<file path="config.mk">
export PLATFORM = sky130hd
export DESIGN_NAME = mips_multicycle_core
export DESIGN_NICKNAME = d
export VERILOG_FILES = /design/src/rtl/mips_mc_pkg.sv /design/src/rtl/mips_mc_regfile.sv /design/src/rtl/mips_multicycle_core.sv
export SDC_FILE = /design/constraint.sdc
export NUM_CORES = 2
export LEC_CHECK = 0
export ABC_AREA = 0
export CORE_MARGIN = 2
export CORE_UTILIZATION = 60
export CTS_CLUSTER_SIZE = 24
export DETAILED_ROUTE_END_ITERATION = 12
export PLACE_DENSITY = 0.8
export SLEW_MARGIN = 20
export SYNTH_ARGS = -nofsm -noshare
export SYNTH_HDL_FRONTEND = slang
export SYNTH_SLANG_ARGS = --single-unit
export TNS_END_PERCENT = 100
</file>
<file path="constraint.sdc">
create_clock -name clk -period 4.55 [get_ports clk]
set_input_delay 0.91 -clock clk [delete_from_list [all_inputs] [get_ports clk]]
set_output_delay 0.91 -clock clk [all_outputs]
set_load 0.01 [all_outputs]
</file>
<file path="src/rtl/mips_mc_pkg.sv">
// Shared definitions for the multi-cycle MIPS core: opcodes, functs,
// FSM state type, ALU op encoding and small datapath helpers.
package mips_mc_pkg;

    localparam logic [5:0] OP_RTYPE = 6'h00;
    localparam logic [5:0] OP_J     = 6'h02;
    localparam logic [5:0] OP_JAL   = 6'h03;
    localparam logic [5:0] OP_BEQ   = 6'h04;
    localparam logic [5:0] OP_BNE   = 6'h05;
    localparam logic [5:0] OP_ADDI  = 6'h08;
    localparam logic [5:0] OP_SLTI  = 6'h0A;
    localparam logic [5:0] OP_LW    = 6'h23;
    localparam logic [5:0] OP_SW    = 6'h2B;

    localparam logic [5:0] FN_JR    = 6'h08;
    localparam logic [5:0] FN_ADD   = 6'h20;
    localparam logic [5:0] FN_SUB   = 6'h22;
    localparam logic [5:0] FN_AND   = 6'h24;
    localparam logic [5:0] FN_OR    = 6'h25;
    localparam logic [5:0] FN_SLT   = 6'h2A;

    typedef enum logic [3:0] {
        StFetch, StDecode, StExecR, StExecI, StMemAddr, StMemRd,
        StMemWr, StWbAlu, StWbMem, StBranch, StJump, StHalt
    } state_e;

    typedef enum logic [2:0] {
        AluAdd = 3'd0, AluSub = 3'd1, AluAnd = 3'd2, AluOr = 3'd3, AluSlt = 3'd4
    } alu_op_e;

    function automatic logic [31:0] alu(input alu_op_e op, input logic [31:0] a,
                                        input logic [31:0] b);
        logic [31:0] res;
        case (op)
            AluSub:  res = a - b;
            AluAnd:  res = a & b;
            AluOr:   res = a | b;
            AluSlt:  res = ($signed(a) < $signed(b)) ? 32'd1 : 32'd0;
            default: res = a + b;
        endcase
        return res;
    endfunction

    function automatic logic [31:0] sext16(input logic [15:0] imm);
        return {{16{imm[15]}}, imm};
    endfunction

endpackage

</file>
<file path="src/rtl/mips_mc_regfile.sv">
// 32x32 register file: two combinational read ports, one write port.
// $0 always reads zero; synchronous reset clears every entry.
module mips_mc_regfile (
    input  logic        clk,
    input  logic        rst,
    input  logic [4:0]  ra1,
    input  logic [4:0]  ra2,
    output logic [31:0] rd1,
    output logic [31:0] rd2,
    input  logic        we,
    input  logic [4:0]  wa,
    input  logic [31:0] wd
);

    logic [31:0] regs [32];

    // Clear on reset, otherwise write any register except $0.
    always_ff @(posedge clk) begin
        if (rst) begin
            for (int i = 0; i < 32; i++) begin
                regs[i] <= '0;
            end
        end else if (we && (wa != 5'd0)) begin
            regs[wa] <= wd;
        end
    end

    // Reads see the pre-edge contents, so a same-cycle write is not forwarded.
    assign rd1 = (ra1 == 5'd0) ? 32'd0 : regs[ra1];
    assign rd2 = (ra2 == 5'd0) ? 32'd0 : regs[ra2];

endmodule

</file>
<file path="src/rtl/mips_multicycle_core.sv">
// Multi-cycle MIPS core: FSM-sequenced datapath, one shared ALU and one
// unified valid/ready memory port. Optional feature macro: MIPS_MC_BNE_EN
// (adds bne; without it op 0x05 halts the core).
module mips_multicycle_core
    import mips_mc_pkg::*;
#(
    parameter logic [31:0] RESET_PC   = 32'h0000_0000,
    parameter int unsigned MEM_ADDR_W = 32
) (
    input  logic                  clk,
    input  logic                  rst,
    output logic [MEM_ADDR_W-1:0] mem_addr,
    output logic                  mem_re,
    output logic                  mem_we,
    output logic [31:0]           mem_wdata,
    input  logic [31:0]           mem_rdata,
    input  logic                  mem_ready,
    output logic [31:0]           pc,
    output logic                  halted
);

    localparam logic [31:0] ADDR_MASK = 32'((64'd1 << MEM_ADDR_W) - 64'd1);

    state_e      state;
    state_e      dec_next;
    alu_op_e     r_op;
    logic [31:0] ir, reg_a, reg_b, alu_out, mdr, br_target;
    logic [31:0] rf_rd1, rf_rd2, rf_wd, addr_sel, imm_sext;
    logic [4:0]  rf_wa;
    logic        rf_we, br_taken;

    wire [5:0] op    = ir[31:26];
    wire [4:0] rs    = ir[25:21];
    wire [4:0] rt    = ir[20:16];
    wire [4:0] rd    = ir[15:11];
    wire [5:0] funct = ir[5:0];
    assign imm_sext = sext16(ir[15:0]);

    mips_mc_regfile u_regfile (
        .clk (clk),
        .rst (rst),
        .ra1 (rs),
        .ra2 (rt),
        .rd1 (rf_rd1),
        .rd2 (rf_rd2),
        .we  (rf_we),
        .wa  (rf_wa),
        .wd  (rf_wd)
    );

    // Opcode/funct dispatch out of DECODE; anything unrecognised halts.
    always_comb begin
        dec_next = StHalt;
        r_op     = AluAdd;
        case (op)
            OP_RTYPE: begin
                case (funct)
                    FN_ADD:  dec_next = StExecR;
                    FN_SUB:  begin dec_next = StExecR; r_op = AluSub; end
                    FN_AND:  begin dec_next = StExecR; r_op = AluAnd; end
                    FN_OR:   begin dec_next = StExecR; r_op = AluOr;  end
                    FN_SLT:  begin dec_next = StExecR; r_op = AluSlt; end
                    FN_JR:   dec_next = StJump;
                    default: dec_next = StHalt;
                endcase
            end
            OP_ADDI, OP_SLTI: dec_next = StExecI;
            OP_LW, OP_SW:     dec_next = StMemAddr;
            OP_BEQ:           dec_next = StBranch;
`ifdef MIPS_MC_BNE_EN
            OP_BNE:           dec_next = StBranch;
`endif
            OP_J, OP_JAL:     dec_next = StJump;
            default:          dec_next = StHalt;
        endcase
    end

    // Branch condition; bne only reaches BRANCH when the feature is built in.
`ifdef MIPS_MC_BNE_EN
    assign br_taken = (op == OP_BNE) ? (reg_a != reg_b) : (reg_a == reg_b);
`else
    assign br_taken = (reg_a == reg_b);
`endif

    // Register write port selection per write-back state.
    always_comb begin
        rf_we = 1'b0;
        rf_wa = rt;
        rf_wd = alu_out;
        case (state)
            StWbAlu: begin
                rf_we = 1'b1;
                rf_wa = (op == OP_RTYPE) ? rd : rt;
            end
            StWbMem: begin
                rf_we = 1'b1;
                rf_wd = mdr;
            end
            StJump: begin
                if (op == OP_JAL) begin
                    rf_we = 1'b1;
                    rf_wa = 5'd31;
                    rf_wd = pc;
                end
            end
            default: ;
        endcase
    end

    // Memory controls decode straight from state; reset drops any request.
    assign addr_sel  = (state == StFetch) ? pc : alu_out;
    assign mem_addr  = rst ? RESET_PC[MEM_ADDR_W-1:0] : addr_sel[MEM_ADDR_W-1:0];
    assign mem_re    = !rst && ((state == StFetch) || (state == StMemRd));
    assign mem_we    = !rst && (state == StMemWr);
    assign mem_wdata = reg_b;
    assign halted    = !rst && (state == StHalt);

    // Main FSM and datapath registers.
    always_ff @(posedge clk) begin
        if (rst) begin
            state     <= StFetch;
            pc        <= RESET_PC & ADDR_MASK;
            ir        <= '0;
            reg_a     <= '0;
            reg_b     <= '0;
            alu_out   <= '0;
            mdr       <= '0;
            br_target <= '0;
        end else begin
            case (state)
                StFetch: begin
                    if (mem_ready) begin
                        ir    <= mem_rdata;
                        pc    <= (pc + 32'd4) & ADDR_MASK;
                        state <= StDecode;
                    end
                end
                StDecode: begin
                    reg_a     <= rf_rd1;
                    reg_b     <= rf_rd2;
                    br_target <= (pc + {imm_sext[29:0], 2'b00}) & ADDR_MASK;
                    state     <= dec_next;
                end
                StExecR: begin
                    alu_out <= alu(r_op, reg_a, reg_b);
                    state   <= StWbAlu;
                end
                StExecI: begin
                    alu_out <= alu((op == OP_SLTI) ? AluSlt : AluAdd, reg_a, imm_sext);
                    state   <= StWbAlu;
                end
                StMemAddr: begin
                    alu_out <= alu(AluAdd, reg_a, imm_sext) & ADDR_MASK & ~32'h3;
                    state   <= (op == OP_LW) ? StMemRd : StMemWr;
                end
                StMemRd: begin
                    if (mem_ready) begin
                        mdr   <= mem_rdata;
                        state <= StWbMem;
                    end
                end
                StMemWr: begin
                    if (mem_ready) state <= StFetch;
                end
                StWbAlu, StWbMem: state <= StFetch;
                StBranch: begin
                    if (br_taken) pc <= br_target;
                    state <= StFetch;
                end
                StJump: begin
                    if (op == OP_RTYPE) pc <= reg_a & ADDR_MASK;
                    else                pc <= {pc[31:28], ir[25:0], 2'b00} & ADDR_MASK;
                    state <= StFetch;
                end
                StHalt:  state <= StHalt;
                default: state <= StHalt;
            endcase
        end
    end

endmodule

</file>
==> reports/metrics.cfg <==
[timing]
rsz0062_at_grt = no
tightest_slew_ns = 1.197
finalHoldViolations = 0
tns_ns = 0
min_period_ns = 4.404
fin_crit_sh_pct = 96.79
finalClockSkew_ns = 0.04025
setup_viol = 0
relSlewSlack_pct = 20.20
max_freq_mhz = 227.1
finalMaxSlewViolations = 0

[setup_path]
startpoint_type = flop
critPathArrivalTime_ns = 4.85
crit_fanout = 17
crit_required_ns = 5.00
critPathKind = reg -> reg
endpoint_kind = flop

[finish]
seqCellArea_sq_um = 35550
drive_gt1_share_pct = 20.47
multi_input_area_sq_um = 33470
area_growth_syn_to_layout_pct = 12.41
fillers = 7917
nets = 6235

[die]
rows = 126
io_pins = 134
core_area_sq_um = 117800
start_util_pct = 60.34
dieArea_sq_um = 121200
dieWidth_um = 348.1
die_h_um = 348.1

[synth]
syn_avg_cell_area_sq_um = 11.91
yosysSeqAreaShare_pct = 49.98
syn_area_sq_um = 71060
yosysTopAreaCell = edfxtp_1
synth_warnings = 0
async_flop_share_pct = 0
synth_common_cells = 1346 x nor2_1, 1024 x edfxtp_1, 640 x mux4_2
synth_cells = 5966
yosys.cell_types.count = 96
synth_edf_count = 1024
synth_seq_cells = 1262
synth.area.top_cells = edfxtp_1 43%, mux4_2 20%, nor2_1 7.1%
synth_flop_cell = edfxtp_1
synth.top_cell.area_share_pct = 43.27
synth_most_common_cell = nor2_1

[grt]
grtUsageMet2_pct = 68.07
use_met3_pct = 18.07
grt_overflow = 0
grt_pass1_vias = 56180
grt_pass1_wl_mm = 400.0
grt_usage_pct = 46.64
grt.busiest_layer = met2
grt_use_met1_pct = 56.00
grt_max_degree = 97
antenna_found_initial = 17

[power]
clkPwrFrac_pct = 25.5
p_int_uw = 25580
p_per_area_nw_per_um2 = 550.6
pwr-share-seq_pct = 32.6
p_leak_uw = 0.02642
swShare_pct = 41.83
combPwrFrac_pct = 41.9
total_power_uw = 43980
switchingPower_uw = 18400
vdd_drop_max_mv = 0.5720

[cts]
cts_num_sinks = 1262
ctsRootBufferMaster = clkbuf_16
numCtsBuffers = 134
cts_resized = 0
hold_buffers = 0
cts_buffer_depth = 3
clk_latency_ns = 0.79
path_clk_slew_ns = 0.06
postCtsSetupBuffers = 0
h-tree-depth = 4
cts_tree = yes

[placed_design]
place_hpwl_mm = 182.3
gp_congestion = 1.067
io_buffers = 133

[run]
drv_cap = 0

[route]
drtPass1Iterations = 8
drt_wl_total_mm = 283.0
route.detailed.drc = 0
via_per_inst = 7.565
ant_nets = 0
vias = 57900
avgRoutedWirePerCell_um = 36.97
drt-initial-drc-count = 11650

[worst_hold_path]
hold_path.class = reg -> reg

[run_status]
outcome = completed

==> path summary, 6_finish.rpt <==
kind,start,end,slack [ns],cells after the start
setup / recovery,state[3]$_SDFFE_PP0P_,u_regfile.regs[11][2]$_SDFFCE_PN0P_,0.15,11
setup reg to reg,state[3]$_SDFFE_PP0P_,u_regfile.regs[11][2]$_SDFFCE_PN0P_,0.15,11
hold reg to reg,br_target[28]$_SDFFE_PP0P_,br_target[28]$_SDFFE_PP0P_,0.45,2
hold / removal,br_target[28]$_SDFFE_PP0P_,br_target[28]$_SDFFE_PP0P_,0.45,2
==> flip-flops by register name, summed over array words and instances, names as in the netlist, named ones only <==
name,flops
br_target,32
ir,32
u_regfile.regs,1024
alu_out,32
state,4
reg_a,32
pc,32
mdr,32
mem_wdata,32
==> power by group through the flow <==
stage	Sequential [uW]	Clock, uW	Combinational (uW)
6_report	14300	11200	18400
5_1_grt	14300	11600	18700
3_5_place_dp	14500	0	17300
4_1_cts	14200	11200	17500
3_3_place_gp	14400	0	17200
2_1_floorplan	13800	0	10400
==> critical path: stages (launching register included) <==
cell	delay (ns)
dfxtp_1	0.69
and4b_1	0.29
nand3_1	0.36
mux2i_1	0.19
nand2_1	0.16
nor3_1	0.08
a211oi_1	0.43
nand2_1	0.22
a21oi_4	0.62
nand2_1	0.21
nand2b_2	0.51
buf_12	0.29
==> logic make-up (layout without fill, tap and decap cells) <==
| family | after synthesis | after routing | share of synthesized area (%) |
|---|---|---|---|
| other cells | 1 | 39 | 0.005277 |
| xor+xnor | 61 | 61 | 0.7518 |
| compound gates | 953 | 953 | 8.501 |
| simple gates | 2101 | 2101 | 12.22 |
| mux | 716 | 716 | 21.36 |
| flops | 1262 | 1262 | 49.98 |
| buf+inv | 679 | 793 | 3.743 |
| fa+ha+maj | 193 | 193 | 3.441 |
==> routing by layer <==
metal	vias to the layer above	wire [um]
met2	6143	122100
met3	1536	46570
met5	-	161
li1	22390	-
met4	20	28200
met1	27820	85960
==> cells in the final DEF (no fill, tap or decap), types with 25 or more instances in the layout <==
master / instances
o221ai_2: 26
o22ai_1: 42
dfxtp_1: 226
edfxtp_1: 1024
nand2b_2: 32
o21ai_0: 146
a21oi_1: 381
clkinv_1: 26
inv_1: 154
mux2i_1: 75
a211oi_1: 37
mux4_2: 640
conb_1: 32
clkdlybuf4s50_1: 132
nor3_1: 64
nand3_1: 43
xnor2_1: 44
buf_4: 217
nor2_1: 1343
a21o_1: 37
ha_1: 189
buf_12: 48
clkbuf_1: 25
nand2_1: 409
clkbuf_16: 139
==> stage by stage <==
step                area (sq um)  util (%)  std cells  setup WS, ns  hold slack (ns)
CTS                        79860     67.81       7647        0.2716           0.4533
floorplan                  71180         -       5997        0.7113           0.4320
detailed placement         75450     64.07       7407        0.5167           0.4455
global route               79860     67.81       7648       0.05273           0.4753
finish                     79880     67.83       7654        0.1461           0.4537
global placement           75440     64.06       7406        0.5676           0.4420
==> area by class of cell <==
class,count,share of cell area (%)
timing repair buffer,399,4.930
tap,1536,2.406
inverter,154,0.7237
clock buffer,175,4.662
multi-input combinational,4056,41.90
clock inverter,65,0.8506
sequential,1262,44.51
antenna,7,0.02193
Note: power is estimated with default switching activity, not from simulation.
